**src/rtl/fixed_div_seq.sv**
```systemverilog
// fixed_div_seq: sequential fixed-point divider.
//
// Computes {q,f} = (n * 2^FRAC) / d as a (WIDTH+FRAC)-bit fixed-point value
// by restoring division. One quotient bit is resolved per clock, MSB first.
// Unsigned mode truncates (floor). Signed mode divides magnitudes and
// truncates toward zero. Division by zero returns a saturated code at once.
//
// Parameters
//   WIDTH  : operand width, and width of the result integer part
//   FRAC   : number of result fraction bits (>= 1)
//   SIGNED : 0 = unsigned operands, 1 = two's-complement operands/result
//
// Ports
//   clk        in   rising-edge clock
//   rst_n      in   asynchronous active-low reset
//   in_valid   in   operand pair offered
//   in_ready   out  divider idle and able to accept operands
//   n          in   numerator (dividend)
//   d          in   denominator (divisor)
//   out_valid  out  result available
//   out_ready  in   downstream accepts the result
//   q          out  result integer part
//   f          out  result fractional part
//   div_zero   out  result was produced from d == 0
//   ovf        out  signed result saturated to the largest positive value

module fixed_div_seq #(
    parameter int WIDTH  = 32,
    parameter int FRAC   = 32,
    parameter int SIGNED = 0
) (
    input  logic             clk,
    input  logic             rst_n,
    input  logic             in_valid,
    output logic             in_ready,
    input  logic [WIDTH-1:0] n,
    input  logic [WIDTH-1:0] d,
    output logic             out_valid,
    input  logic             out_ready,
    output logic [WIDTH-1:0] q,
    output logic [FRAC-1:0]  f,
    output logic             div_zero,
    output logic             ovf
);

    localparam int TOT = WIDTH + FRAC;
    localparam int CW  = $clog2(TOT);

    localparam logic [CW-1:0]  LAST_ITER = CW'(TOT - 1);
    localparam logic [TOT-1:0] MAX_POS   = {1'b0, {(TOT-1){1'b1}}};
    localparam logic [TOT-1:0] MIN_NEG   = {1'b1, {(TOT-1){1'b0}}};
    localparam logic [TOT-1:0] ALL_ONES  = {TOT{1'b1}};

    typedef enum logic [1:0] {
        IDLE = 2'd0,
        BUSY = 2'd1,
        DONE = 2'd2
    } state_t;

    state_t state, state_nxt;

    // shreg starts as the shifted dividend magnitude; quotient bits enter at
    // the LSB while dividend bits leave at the MSB, so after TOT shifts it
    // holds the quotient magnitude.
    logic [TOT-1:0]   shreg;
    logic [WIDTH-1:0] rem;
    logic [WIDTH-1:0] dmag;
    logic             neg;
    logic [CW-1:0]    cnt;

    logic             accept;
    logic             n_neg;
    logic             d_neg;
    logic             d_zero;
    logic [WIDTH-1:0] n_mag;
    logic [WIDTH-1:0] d_mag;
    logic             last;

    logic [WIDTH:0]   rem_sh;
    logic [WIDTH:0]   trial;
    logic             qbit;
    logic [WIDTH-1:0] rem_nxt;
    logic [TOT-1:0]   shreg_nxt;

    logic [TOT-1:0]   res;
    logic             res_ovf;
    logic [TOT-1:0]   dz_res;

    assign accept = in_valid & in_ready;
    assign last   = (cnt == LAST_ITER);

    // Operand signs and magnitudes; the magnitude of the most negative value
    // still fits in WIDTH unsigned bits.
    assign n_neg  = (SIGNED != 0) & n[WIDTH-1];
    assign d_neg  = (SIGNED != 0) & d[WIDTH-1];
    assign n_mag  = n_neg ? (~n + 1'b1) : n;
    assign d_mag  = d_neg ? (~d + 1'b1) : d;
    assign d_zero = (d == '0);

    // One restoring step. The partial remainder is always below the divisor,
    // so the shifted remainder fits in WIDTH+1 bits and the sign of the trial
    // subtraction decides the quotient bit.
    always_comb begin
        rem_sh    = {rem, shreg[TOT-1]};
        trial     = rem_sh - {1'b0, dmag};
        qbit      = ~trial[WIDTH];
        rem_nxt   = qbit ? trial[WIDTH-1:0] : rem_sh[WIDTH-1:0];
        shreg_nxt = {shreg[TOT-2:0], qbit};
    end

    // Final sign fix-up applied on the BUSY -> DONE edge. A negative result
    // never needs saturation: its magnitude is at most 2^(TOT-1).
    always_comb begin
        res     = shreg_nxt;
        res_ovf = 1'b0;
        if (SIGNED != 0) begin
            if (neg) begin
                res = ~shreg_nxt + 1'b1;
            end else if (shreg_nxt[TOT-1]) begin
                res     = MAX_POS;
                res_ovf = 1'b1;
            end
        end
    end

    // Division-by-zero code, decided from the operands presented at accept.
    always_comb begin
        if (SIGNED != 0) begin
            dz_res = n_neg ? MIN_NEG : MAX_POS;
        end else begin
            dz_res = ALL_ONES;
        end
    end

    // State register.
    always_ff @(posedge clk or negedge rst_n) begin
        if (!rst_n) begin
            state <= IDLE;
        end else begin
            state <= state_nxt;
        end
    end

    // Next-state logic.
    always_comb begin
        state_nxt = state;
        case (state)
            IDLE: begin
                if (accept) begin
                    state_nxt = d_zero ? DONE : BUSY;
                end
            end
            BUSY: begin
                if (last) begin
                    state_nxt = DONE;
                end
            end
            DONE: begin
                if (out_ready) begin
                    state_nxt = IDLE;
                end
            end
            default: state_nxt = IDLE;
        endcase
    end

    // Handshake outputs decoded from the state.
    always_comb begin
        in_ready  = (state == IDLE);
        out_valid = (state == DONE);
    end

    // Iteration datapath: load on accept, shift once per BUSY cycle.
    always_ff @(posedge clk or negedge rst_n) begin
        if (!rst_n) begin
            shreg <= '0;
            rem   <= '0;
            dmag  <= '0;
            neg   <= 1'b0;
            cnt   <= '0;
        end else if (accept) begin
            shreg <= {n_mag, {FRAC{1'b0}}};
            rem   <= '0;
            dmag  <= d_mag;
            neg   <= n_neg ^ d_neg;
            cnt   <= '0;
        end else if (state == BUSY) begin
            shreg <= shreg_nxt;
            rem   <= rem_nxt;
            cnt   <= last ? '0 : cnt + CW'(1);
        end
    end

    // Result registers only move when a result is produced, so they stay
    // stable through DONE until the downstream handshake.
    always_ff @(posedge clk or negedge rst_n) begin
        if (!rst_n) begin
            q        <= '0;
            f        <= '0;
            div_zero <= 1'b0;
            ovf      <= 1'b0;
        end else if (accept && d_zero) begin
            {q, f}   <= dz_res;
            div_zero <= 1'b1;
            ovf      <= 1'b0;
        end else if ((state == BUSY) && last) begin
            {q, f}   <= res;
            div_zero <= 1'b0;
            ovf      <= res_ovf;
        end
    end

endmodule

```
**config.mk**
```make
export PLATFORM = sky130hd
export DESIGN_NAME = fixed_div_seq
export DESIGN_NICKNAME = d
export VERILOG_FILES = /design/src/rtl/fixed_div_seq.sv
export SDC_FILE = /design/constraint.sdc
export NUM_CORES = 1
export LEC_CHECK = 0
export CORE_MARGIN = 10
export CORE_UTILIZATION = 25
export CTS_BUF_LIST = sky130_fd_sc_hd__clkbuf_8
export CTS_CLUSTER_DIAMETER = 50
export DETAILED_ROUTE_END_ITERATION = 6
export HOLD_SLACK_MARGIN = 0.08
export PLACE_DENSITY = 0.54
export SLEW_MARGIN = 30
export SYNTH_ARGS = -nofsm -noshare
export SYNTH_HDL_FRONTEND = slang
export SYNTH_SLANG_ARGS = --single-unit
```
**constraint.sdc**
```tcl
create_clock -name clk -period 2.98 [get_ports clk]
set_input_delay 0.596 -clock clk [delete_from_list [all_inputs] [get_ports clk]]
set_output_delay 0.596 -clock clk [all_outputs]
set_load 0.01 [all_outputs]
```
==> summary.txt <==
Status - finished with violations
Failing checks - negative setup slack
TritonCTS sink count - 201
Final net count - 1455
FMAX - 309 MHz
Hold Fails Final Rpt - 0
Routed wl met2 - 14.0 mm
Drt total wl - 30.7 mm
Die W - 220 microns
Average cell area after synthesis - 8.73 sq um
CTS Buf Count - 42
Least-Margin Pin Slew - 611 ps
DR iter-0 viols - 436
Starting Density - 25.3%
Synth top area cells - dfrtp_1 (50%), nand2_1 (13%), nand3_1 (5.8%)
FF-to-FF setup slack - -250 ps
Die area - 48500 sq um
Worst R2R End - rem[11]
Area after DPL - 12400 sq um
Die Height - 220 microns
Main flop type after synthesis - dfrtp_1
Worst slack at placement - -251 ps
Crit path required time - 3390 ps
Clk slew on worst S/H paths - 50 ps
CP Data Arrival Time - 3650 ps
Clk_lat worst skew - 570 ps
Finished Layout Cells - 1910
Hold Startpoint - div_zero
Fraction of layout cells with a size suffix above 1 - 14.5%
Hold path cells - 2
Max-cap viol count - 0
WL met3 - 2.03 mm
Commonest non-fill, non-tap cells in the layout - nand2_1 (336), dfrtp_1 (201), clkdlybuf4s50_1 (133)
Ant. Diodes - 0
Core area - 39600 sq um
Via count - 8872
DR DRC count - 0
Period Utilization, post-route - 109%
ANT nets after route - 0
Worst Clk Skew - 31.5 ps
CP Launch Type - register
Syn_nets - 1250
Critical Path End Type - register
Gr usage total - 12.4%
Leading cell type in the layout, fill and taps excluded - nand2_1
Syn. warnings - 0
Seq cells post-synth - 201
Setup WS post-layout - -255 ps
Slew HR - 59.3%
Vias per cell - 4.65
Wl on met1 - 13.9 mm
Final Setup Violations - 34
RSZ-0062 raised after global routing - true
Cell Rows - 73
Total chip power - 0.0170 W
Ports - 136
Leakage - 6.24 nW
Post-synth top area cell - dfrtp_1
Crit path kind - register to register
Drt pass-1 iters - 5
Grt ovf - 0
Final Cell Area - 13600 sq um
Post-synth cell types - 56
Max layer used - met5
GPL Wtd Cong - 0.854
HPWL reported at the end of detailed placement - 20.5 mm
Synthesized instance count - 1148
Largest net degree at the start of global routing - 83
Global-route wire length before repair - 49.1 mm
Post-synth EDFFs - 0
Htree depth - 2
Port buffer count - 134
Wire length per cell - 16.1 microns
Minimum clock period - 3230 ps
Hold Path Class - register to register
Clock Path Buffers - 3
Post-Syn Area - 10000 sq um
Antenna violations before repair - 2
FF-to-FF Start - shreg[63]
R2R cell count - 14
CTS root buffer - clkbuf_8
Share of the synthesized area in the top cell type - 50.2%
Ys async rst share - 100%
Max Slew Vio Count - 0
Register area share after synthesis - 50.2%
Vias in the first global route - 9308
Placed cells - 1816
Layout overhead on the synthesized area - 36.1%
CP max FO - 7
Peak VDD IR - 0.000632 V
Worst hold endpoint - div_zero
Total power divided by cell area - 1250 nW/um^2
CTS tree - built
==> stage by stage <==
step | setup TNS, ps | hold WS, ps | utilization, %
global route | -13340 | 509 | 34.4
CTS | -3530 | 476 | 33.9
floorplan | -8.17 | 300 | -
finish | -6880 | 473 | 34.4
global placement | -2580 | 463 | 31.3
detailed placement | -5810 | 468 | 31.3
==> what timing repair did <==
action / 4_1_cts / 5_1_grt
pin swaps: 9 / 16
hold endpoints to repair: 60 / 0
gates cloned: 1 / 3
hold buffers: 1 / 0
gates resized for setup: 22 / 34
setup endpoints to repair: 34 / 34
buffers inserted: 7 / 7
==> power by group <==
part           internal (W)  total, W  switching (W)
Combinational       0.00459   0.00950        0.00491
Clock               0.00175   0.00306        0.00131
Sequential          0.00376   0.00444       0.000682
Total                0.0101    0.0170        0.00690
==> critical path: stages, from the launching register on <==
cell	delay (ps)
dfrtp_1	380
inv_2	80
ha_4	130
inv_2	40
fa_2	370
a211o_1	330
a211oi_2	250
o21bai_2	130
a311oi_2	340
o21ai_2	140
a311oi_4	290
buf_6	170
buf_12	150
mux2i_1	210
o21ai_1	90
==> metal layers <==
layer,GRT usage (%),up-vias
met5,0,-
met4,4.27,4
met3,3.84,49
met2,19.5,210
met1,15.8,4279
li1,-,4330
==> synth_stat cells, types with 2 or more instances <==
library cell,number
a311o_1,2
dfrtp_1,201
nand2b_1,3
a221o_1,3
o211ai_1,7
ha_1,33
o21ai_1,20
xnor2_1,17
a211o_1,2
clkbuf_1,57
o311ai_0,2
buf_2,2
xor2_1,10
a311oi_2,2
buf_4,4
and2_1,4
a21o_1,13
o21ai_0,67
nor3b_1,2
a22oi_1,32
buf_1,4
nand4_1,7
mux2i_1,25
nand3_1,117
inv_1,42
a21oi_1,32
nor2b_1,5
a31oi_1,4
and3_1,10
o21a_1,2
o211a_1,2
nor4_1,8
nor2_1,33
nor3_1,4
a211oi_1,7
nand2_1,343
==> kinds of logic (layout without fill, tap and decap cells) <==
kind of cell,Yosys count,count (layout),share of synthesized area [%]
mux,25,25,2.50
compound gates,211,211,13.4
flops,201,201,50.2
other cells,1,1,0.0374
buf+inv,110,347,4.37
fa+ha+maj,34,34,4.32
simple gates,539,539,22.8
xor+xnor,27,27,2.36
==> sequential cells by signal (all words and copies together), names as in the netlist <==
| register | count |
|---|---|
| shreg | 64 |
| dmag | 32 |
| f | 32 |
| q | 32 |
| rem | 32 |
| cnt | 6 |
| state | 2 |
| div_zero | 1 |
==> worst max-delay path by stage <==
stage | slack (ps) | to | startpoint | depth (start not counted)
4_1_cts | -160 | rem[11] | shreg[63] | 13
3_3_place_gp | -160 | rem[26] | shreg[63] | 15
2_1_floorplan | -8 | rem[30] | shreg[63] | 14
3_5_place_dp | -250 | rem[30] | shreg[63] | 14
6_report | -250 | rem[11] | shreg[63] | 14
5_1_grt | -430 | rem[0] | shreg[63] | 14
==> area by class of cell <==
cell class	instances	area [sq um]
clock inverter	28	220
fill	4123	26000
inverter	42	158
clock buffer	48	661
tap	525	657
sequential	201	5030
timing repair buffer	229	2190
multi-input combinational	837	4730
Power figures use the tool's default switching activity.
